==> config.mk <==
export PLATFORM = sky130hd
export DESIGN_NAME = mc_controller_flat
export DESIGN_NICKNAME = d
export VERILOG_FILES = /design/src/rtl/mips_ctrl_pkg.sv /design/src/rtl/mc_controller_if.sv /design/src/rtl/mc_ctrl_outdec.sv /design/src/rtl/mc_controller.sv /design/src/flat_wrapper.sv
export SDC_FILE = /design/constraint.sdc
export NUM_CORES = 1
export LEC_CHECK = 0
export ABC_CLOCK_PERIOD_IN_PS = 1600
export CAP_MARGIN = 20
export CELL_PAD_IN_SITES_DETAIL_PLACEMENT = 0
export CELL_PAD_IN_SITES_GLOBAL_PLACEMENT = 2
export CORE_UTILIZATION = 18
export CTS_BUF_LIST = sky130_fd_sc_hd__clkbuf_8
export DETAILED_ROUTE_END_ITERATION = 7
export GPL_TIMING_DRIVEN = 0
export PLACE_DENSITY_LB_ADDON = 0.08
export REMOVE_ABC_BUFFERS = 1
export SYNTH_ARGS = -nofsm -noshare
export SYNTH_HDL_FRONTEND = slang
export SYNTH_HIERARCHICAL = 1
export SYNTH_SLANG_ARGS = --single-unit
==> constraint.sdc <==
create_clock -name clk -period 1.6 [get_ports clk]
set_clock_uncertainty 0.2 [all_clocks]
set_input_delay 0.32 -clock clk [delete_from_list [all_inputs] [get_ports clk]]
set_output_delay 0.32 -clock clk [all_outputs]
set_load 0.05 [all_outputs]
==> src/rtl/mips_ctrl_pkg.sv <==
// Shared encodings for the multicycle MIPS control path: opcodes, FSM states,
// ALU/mux select codes and the decoded control word.
package mips_ctrl_pkg;

   localparam int unsigned OP_W    = 6;
   localparam int unsigned STATE_W = 4;

   localparam logic [OP_W-1:0] OP_LW    = 6'b100011;
   localparam logic [OP_W-1:0] OP_SW    = 6'b101011;
   localparam logic [OP_W-1:0] OP_RTYPE = 6'b000000;
   localparam logic [OP_W-1:0] OP_BEQ   = 6'b000100;
   localparam logic [OP_W-1:0] OP_ADDI  = 6'b001000;
   localparam logic [OP_W-1:0] OP_J     = 6'b000010;

   localparam logic [1:0] ALUOP_ADD   = 2'b00;
   localparam logic [1:0] ALUOP_SUB   = 2'b01;
   localparam logic [1:0] ALUOP_FUNCT = 2'b10;

   localparam logic [1:0] SRCB_B      = 2'b00;
   localparam logic [1:0] SRCB_FOUR   = 2'b01;
   localparam logic [1:0] SRCB_IMM    = 2'b10;
   localparam logic [1:0] SRCB_IMMSH  = 2'b11;

   localparam logic [1:0] PCSRC_ALU    = 2'b00;
   localparam logic [1:0] PCSRC_ALUOUT = 2'b01;
   localparam logic [1:0] PCSRC_JUMP   = 2'b10;

   typedef enum logic [STATE_W-1:0] {
      S_FETCH   = 4'd0,
      S_DECODE  = 4'd1,
      S_MEMADR  = 4'd2,
      S_MEMRD   = 4'd3,
      S_MEMWB   = 4'd4,
      S_MEMWR   = 4'd5,
      S_RTYPEEX = 4'd6,
      S_RTYPEWB = 4'd7,
      S_BEQEX   = 4'd8,
      S_ADDIEX  = 4'd9,
      S_ADDIWB  = 4'd10,
      S_JEX     = 4'd11,
      S_ILLEGAL = 4'd15
   } state_e;

   typedef struct packed {
      logic       iord;
      logic       memwrite;
      logic       irwrite;
      logic       regdst;
      logic       memtoreg;
      logic       regwrite;
      logic       alusrca;
      logic [1:0] alusrcb;
      logic [1:0] aluop;
      logic [1:0] pcsrc;
      logic       pcwrite;
      logic       branch;
   } ctrl_word_t;

endpackage

==> src/rtl/mc_controller_if.sv <==
// Controller <-> datapath bundle: opcode/flag inputs, control word and debug state.
interface mc_controller_if #(
   parameter int unsigned STATE_W = 4
);
   logic [5:0]         op;
   logic               zero;
   logic               iord;
   logic               memwrite;
   logic               irwrite;
   logic               regdst;
   logic               memtoreg;
   logic               regwrite;
   logic               alusrca;
   logic [1:0]         alusrcb;
   logic [1:0]         aluop;
   logic [1:0]         pcsrc;
   logic               pcen;
   logic [STATE_W-1:0] state;

   modport ctrl (
      input  op, zero,
      output iord, memwrite, irwrite, regdst, memtoreg, regwrite,
             alusrca, alusrcb, aluop, pcsrc, pcen, state
   );

   modport dp (
      output op, zero,
      input  iord, memwrite, irwrite, regdst, memtoreg, regwrite,
             alusrca, alusrcb, aluop, pcsrc, pcen, state
   );
endinterface

==> src/rtl/mc_ctrl_outdec.sv <==
// Moore decode of the FSM state into the datapath control word.
module mc_ctrl_outdec
   import mips_ctrl_pkg::*;
(
   input  state_e     i_state,
   output ctrl_word_t o_ctrl
);

   always_comb begin
      o_ctrl = '0;
      case (i_state)
         S_FETCH: begin
            o_ctrl.irwrite = 1'b1;
            o_ctrl.alusrcb = SRCB_FOUR;
            o_ctrl.aluop   = ALUOP_ADD;
            o_ctrl.pcsrc   = PCSRC_ALU;
            o_ctrl.pcwrite = 1'b1;
         end
         S_DECODE: begin
            o_ctrl.alusrcb = SRCB_IMMSH;
            o_ctrl.aluop   = ALUOP_ADD;
         end
         S_MEMADR, S_ADDIEX: begin
            o_ctrl.alusrca = 1'b1;
            o_ctrl.alusrcb = SRCB_IMM;
            o_ctrl.aluop   = ALUOP_ADD;
         end
         S_MEMRD: o_ctrl.iord = 1'b1;
         S_MEMWB: begin
            o_ctrl.memtoreg = 1'b1;
            o_ctrl.regwrite = 1'b1;
         end
         S_MEMWR: begin
            o_ctrl.iord     = 1'b1;
            o_ctrl.memwrite = 1'b1;
         end
         S_RTYPEEX: begin
            o_ctrl.alusrca = 1'b1;
            o_ctrl.alusrcb = SRCB_B;
            o_ctrl.aluop   = ALUOP_FUNCT;
         end
         S_RTYPEWB: begin
            o_ctrl.regdst   = 1'b1;
            o_ctrl.regwrite = 1'b1;
         end
         S_BEQEX: begin
            o_ctrl.alusrca = 1'b1;
            o_ctrl.alusrcb = SRCB_B;
            o_ctrl.aluop   = ALUOP_SUB;
            o_ctrl.pcsrc   = PCSRC_ALUOUT;
            o_ctrl.branch  = 1'b1;
         end
         S_ADDIWB: o_ctrl.regwrite = 1'b1;
         S_JEX: begin
            o_ctrl.pcsrc   = PCSRC_JUMP;
            o_ctrl.pcwrite = 1'b1;
         end
         default: o_ctrl = '0;
      endcase
   end

endmodule

==> src/rtl/mc_controller.sv <==
// Multicycle MIPS main control FSM: state register, next-state logic and pcen;
// the per-state control word comes from mc_ctrl_outdec.
module mc_controller
   import mips_ctrl_pkg::*;
#(
   parameter int unsigned STATE_W      = 4,
   parameter int unsigned TRAP_ILLEGAL = 0
) (
   input  logic           clk,
   input  logic           reset,
   mc_controller_if.ctrl  bus
);

   state_e     r_state;
   state_e     w_next;
   ctrl_word_t w_ctrl;

   always_ff @(posedge clk) begin
      if (reset) r_state <= S_FETCH;
      else       r_state <= w_next;
   end

   always_comb begin
      w_next = S_FETCH;
      case (r_state)
         S_FETCH: w_next = S_DECODE;
         S_DECODE: begin
            case (bus.op)
               OP_LW, OP_SW: w_next = S_MEMADR;
               OP_RTYPE:     w_next = S_RTYPEEX;
               OP_BEQ:       w_next = S_BEQEX;
               OP_ADDI:      w_next = S_ADDIEX;
               OP_J:         w_next = S_JEX;
               default:      w_next = (TRAP_ILLEGAL != 0) ? S_ILLEGAL : S_FETCH;
            endcase
         end
         // op is re-read here; the IR holds it for the whole instruction
         S_MEMADR: begin
            if (bus.op == OP_SW)      w_next = S_MEMWR;
            else if (bus.op == OP_LW) w_next = S_MEMRD;
            else                      w_next = S_FETCH;
         end
         S_MEMRD:   w_next = S_MEMWB;
         S_RTYPEEX: w_next = S_RTYPEWB;
         S_ADDIEX:  w_next = S_ADDIWB;
         S_ILLEGAL: w_next = S_ILLEGAL;
         default:   w_next = S_FETCH;
      endcase
   end

   mc_ctrl_outdec u_outdec (
      .i_state (r_state),
      .o_ctrl  (w_ctrl)
   );

   assign bus.iord     = w_ctrl.iord;
   assign bus.memwrite = w_ctrl.memwrite;
   assign bus.irwrite  = w_ctrl.irwrite;
   assign bus.regdst   = w_ctrl.regdst;
   assign bus.memtoreg = w_ctrl.memtoreg;
   assign bus.regwrite = w_ctrl.regwrite;
   assign bus.alusrca  = w_ctrl.alusrca;
   assign bus.alusrcb  = w_ctrl.alusrcb;
   assign bus.aluop    = w_ctrl.aluop;
   assign bus.pcsrc    = w_ctrl.pcsrc;
   assign bus.pcen     = w_ctrl.pcwrite | (w_ctrl.branch & bus.zero);
   assign bus.state    = STATE_W'(r_state);

endmodule

==> src/flat_wrapper.sv <==
// flat-port wrapper written by rule: the top's interface ports become plain ports
module mc_controller_flat import mips_ctrl_pkg::*;
#(
   parameter int unsigned STATE_W      = 4,
   parameter int unsigned TRAP_ILLEGAL = 0
)
  (clk, reset, bus_op, bus_zero, bus_iord, bus_memwrite, bus_irwrite, bus_regdst, bus_memtoreg, bus_regwrite, bus_alusrca, bus_alusrcb, bus_aluop, bus_pcsrc, bus_pcen, bus_state);
  mc_controller_if #(.STATE_W(STATE_W)) bus_i ();
  input  logic clk;
  input  logic reset;
  input wire logic [$bits(bus_i.op)-1:0] bus_op;
  input wire logic [$bits(bus_i.zero)-1:0] bus_zero;
  output wire logic [$bits(bus_i.iord)-1:0] bus_iord;
  output wire logic [$bits(bus_i.memwrite)-1:0] bus_memwrite;
  output wire logic [$bits(bus_i.irwrite)-1:0] bus_irwrite;
  output wire logic [$bits(bus_i.regdst)-1:0] bus_regdst;
  output wire logic [$bits(bus_i.memtoreg)-1:0] bus_memtoreg;
  output wire logic [$bits(bus_i.regwrite)-1:0] bus_regwrite;
  output wire logic [$bits(bus_i.alusrca)-1:0] bus_alusrca;
  output wire logic [$bits(bus_i.alusrcb)-1:0] bus_alusrcb;
  output wire logic [$bits(bus_i.aluop)-1:0] bus_aluop;
  output wire logic [$bits(bus_i.pcsrc)-1:0] bus_pcsrc;
  output wire logic [$bits(bus_i.pcen)-1:0] bus_pcen;
  output wire logic [$bits(bus_i.state)-1:0] bus_state;
  assign bus_i.op = bus_op;
  assign bus_i.zero = bus_zero;
  assign bus_iord = bus_i.iord;
  assign bus_memwrite = bus_i.memwrite;
  assign bus_irwrite = bus_i.irwrite;
  assign bus_regdst = bus_i.regdst;
  assign bus_memtoreg = bus_i.memtoreg;
  assign bus_regwrite = bus_i.regwrite;
  assign bus_alusrca = bus_i.alusrca;
  assign bus_alusrcb = bus_i.alusrcb;
  assign bus_aluop = bus_i.aluop;
  assign bus_pcsrc = bus_i.pcsrc;
  assign bus_pcen = bus_i.pcen;
  assign bus_state = bus_i.state;
  mc_controller #(.STATE_W(STATE_W), .TRAP_ILLEGAL(TRAP_ILLEGAL)) u_core (.clk(clk), .reset(reset), .bus(bus_i));
endmodule
==> run summary <==
The leakage component of the power is 0.4703 nW. The total number of H-tree levels came out at 1. The flip-flop and latch count after synthesis is 4. The global-route wire length before repair is 3.429 mm.

Dividing the synthesized area by the synthesized cell count gives 6.842 sq um. In the layout the commonest cells are buf_6, buf_4, nand2b_1, nor2_1. Headroom to the max-slew limit came out at 0.7726. The number of global-route vias before repair is 656. The part of the Yosys area used for sequential elements came out at 0.1481. The share of synthesized area in the top cell type comes to 0.1481. The worst setup path is of the flop to output port kind. The portion of the clock cycle consumed by the worst path in the final layout came out at 1.167.

The register with the most flip-flops in the layout has 4 of them. Row generation in the floorplan step produced 19 rows. The number of input and output port buffers inserted is 26. The die footprint is 0.003226 sq mm.

The checks that failed: DRC, setup timing. The overall overflow remaining after global route came out at 0. The final worst setup slack came out at -266.4 ps. The synthesized netlist contains 33 unique library cells. The number of top-level pins is 27.

The area of the mapped netlist is 540.5 sq um. The via count is 748. The total power divided by cell area came out at 443.4 mW/mm^2. The run finished, with violations left. The number of placed instances, taps included came out at 128. Counting I/O delays and the setup requirement, the final critical path takes 1866 ps. The number of buffers inserted during clock tree synthesis is 3. The required time of the critical path came out at 1080 ps. The number of maximum-capacitance constraint violations came out at 0. Measured along the y axis, the die boundary spans 56.80 um.

Setup violations remaining at the end of the flow were counted as 17. The path class of the tightest hold or removal check is primary input to flop. The initial antenna violation count came out at 0. Clock-pin slew was measured on the worst setup and hold paths at 30 ps. At the end of routability-driven placement, the weighted congestion stood at 0.6916. The worst hold slack is 459.6 ps.

The global router's overall resource usage came out at 0.1437. The number of instances in the synthesized netlist came out at 79. The count of placed standard cells in the final layout, fillers left out is 152.

The chip width came out at 56.80 um. The highest attainable clock frequency is 535.8 MHz. The final antenna-violating net count is 0.

Leaving out fill and tap cells, the most frequent cell in the layout is buf_6. Dividing the detail-routed wire length by the instance count gives 14.59 um. The post-detailed-placement half-perimeter wirelength is 1.119 mm. In this run, the number of DRC markers left after iteration 0 of detailed routing was 20. The share of post-route cells with drive strength above 1 is 0.6033. The kind of start point of the critical path is a flop.

The final design utilization is 0.4300. Entering global routing, the biggest net connects 14 pins. The clock passes through at most 2 buffers. The total number of clock tree sinks is 4. The insertion delay of the later-clocked pin in the worst-skew pair came out at 220 ps. The total core area is 0.002805 sq mm. The placement-stage worst setup slack is -1189 ps. The Yosys step of the flow raised 6 warnings. Compared with the post-synthesis result, the final layout area differs by 123.1%.

The count of pins over their slew limit is 0. For the pin with the worst max-slew slack, the measured transition is 338.3 ps. The count of TritonRoute iterations in the first routing pass is 6. The tree is rooted in a clkbuf_8. The antenna diode instance count came out at 0. The final layout contains routed wiring with a total length of 2.218 mm. The number of hold violations in the final report was 0. The clock tree from TritonCTS is yes.

The power after layout is 0.5348 mW. The post-layout net count is 132. Setup repair after global routing could not meet its margin everywhere. The arrival time of data at the critical path endpoint came out at 1350 ps. The largest driver fanout on the critical path came out at 8. Of all cell types, the one taking the most synthesized area is dfxtp_1. After synthesis, the cell types taking the most area are dfxtp_1, nand2b_1, nor3_1. IR analysis of the VDD net gives a maximum drop of 0.0001684 V. The initial utilization of the core area, before any placement, comes to 0.1927. The worst setup path is captured at an output port.

After detailed routing, the number of vias per cell comes to 4.921. The number of remaining DRC errors is 4.
[critical path, stage by stage (launching register included)]
cell and delay [ps]:
dfxtp_4 360, or3_1 380, a21oi_2 130, a21o_1 100
buf_6 150
[final timing paths]
| path | start | endpoint | slack [ps] | cells after the start |
|---|---|---|---|---|
| max reg2reg | u_core/bus.state[3] | u_core/bus.state[2] | -30 | 8 |
| min reg2reg | u_core/bus.state[0] | u_core/bus.state[3] | 530 | 3 |
| min | bus_op[5] | u_core/bus.state[1] | 460 | 5 |
| max | u_core/bus.state[1] | bus_pcen | -270 | 4 |
[cell usage after synthesis (all sizes together)]
cell type,instances
buf,8
nor2,7
nor3,7
nand2b,6
o21ai,6
a21oi,5
dfxtp,4
inv,4
nor4,4
nand2,3
nand3,3
or3,3
xnor2,3
o22ai,2
a2111oi,1
a211oi,1
a21o,1
a221o,1
a22oi,1
a32oi,1
and2b,1
nor3b,1
o2111ai,1
o211ai,1
o41ai,1
or2,1
or3b,1
xor2,1
[power breakdown]
part / switching, mW / internal [mW] / leakage (nW)
registers: 0.0122 / 0.0996 / 0.0355
logic: 0.121 / 0.0886 / 0.413
clock network: 0.0532 / 0.160 / 0.0216
[logic make-up after synthesis]
family	Yosys count	share of synthesized area
compound gates	22	0.2940
xor+xnor	4	0.06483
buf+inv	12	0.1227
flops	4	0.1482
simple gates	37	0.3704
[routing by layer]
| metal | part of all wire | track usage | routed length (um) |
|---|---|---|---|
| met5 | 0 | 0 | 0 |
| met4 | 0.015 | 0.05226 | 33 |
| met3 | 0.043 | 0.03226 | 96 |
| met2 | 0.48 | 0.2177 | 1063 |
| met1 | 0.46 | 0.1981 | 1025 |
[layout make-up]
cell class | instances | area, sq um
Clock buffer | 3 | 41.29
Multi-Input combinational cell | 63 | 550.5
Timing Repair Buffer | 47 | 462.9
Fill cell | 297 | 1599
Inverter | 4 | 17.52
Tap cell | 31 | 38.79
Sequential cell | 4 | 95.09
[metrics by stage]
stage | instance area [sq um] | setup TNS, ps
after floorplan | 489.2 | -15450
after global placement | 788.3 | -17830
after detailed placement | 788.3 | -17520
after CTS | 1092 | -2220
after global routing | 1206 | -3182
final | 1206 | -2151
[repair_timing]
item / in CTS / in global routing
buffers inserted: 18 / 3
gates cloned: 0 / 0
hold buffers: 0 / 0
pin swaps: 13 / 6
setup endpoints to repair: 22 / 19
resized for setup: 158 / 27
(Power assumes the default switching activity.)
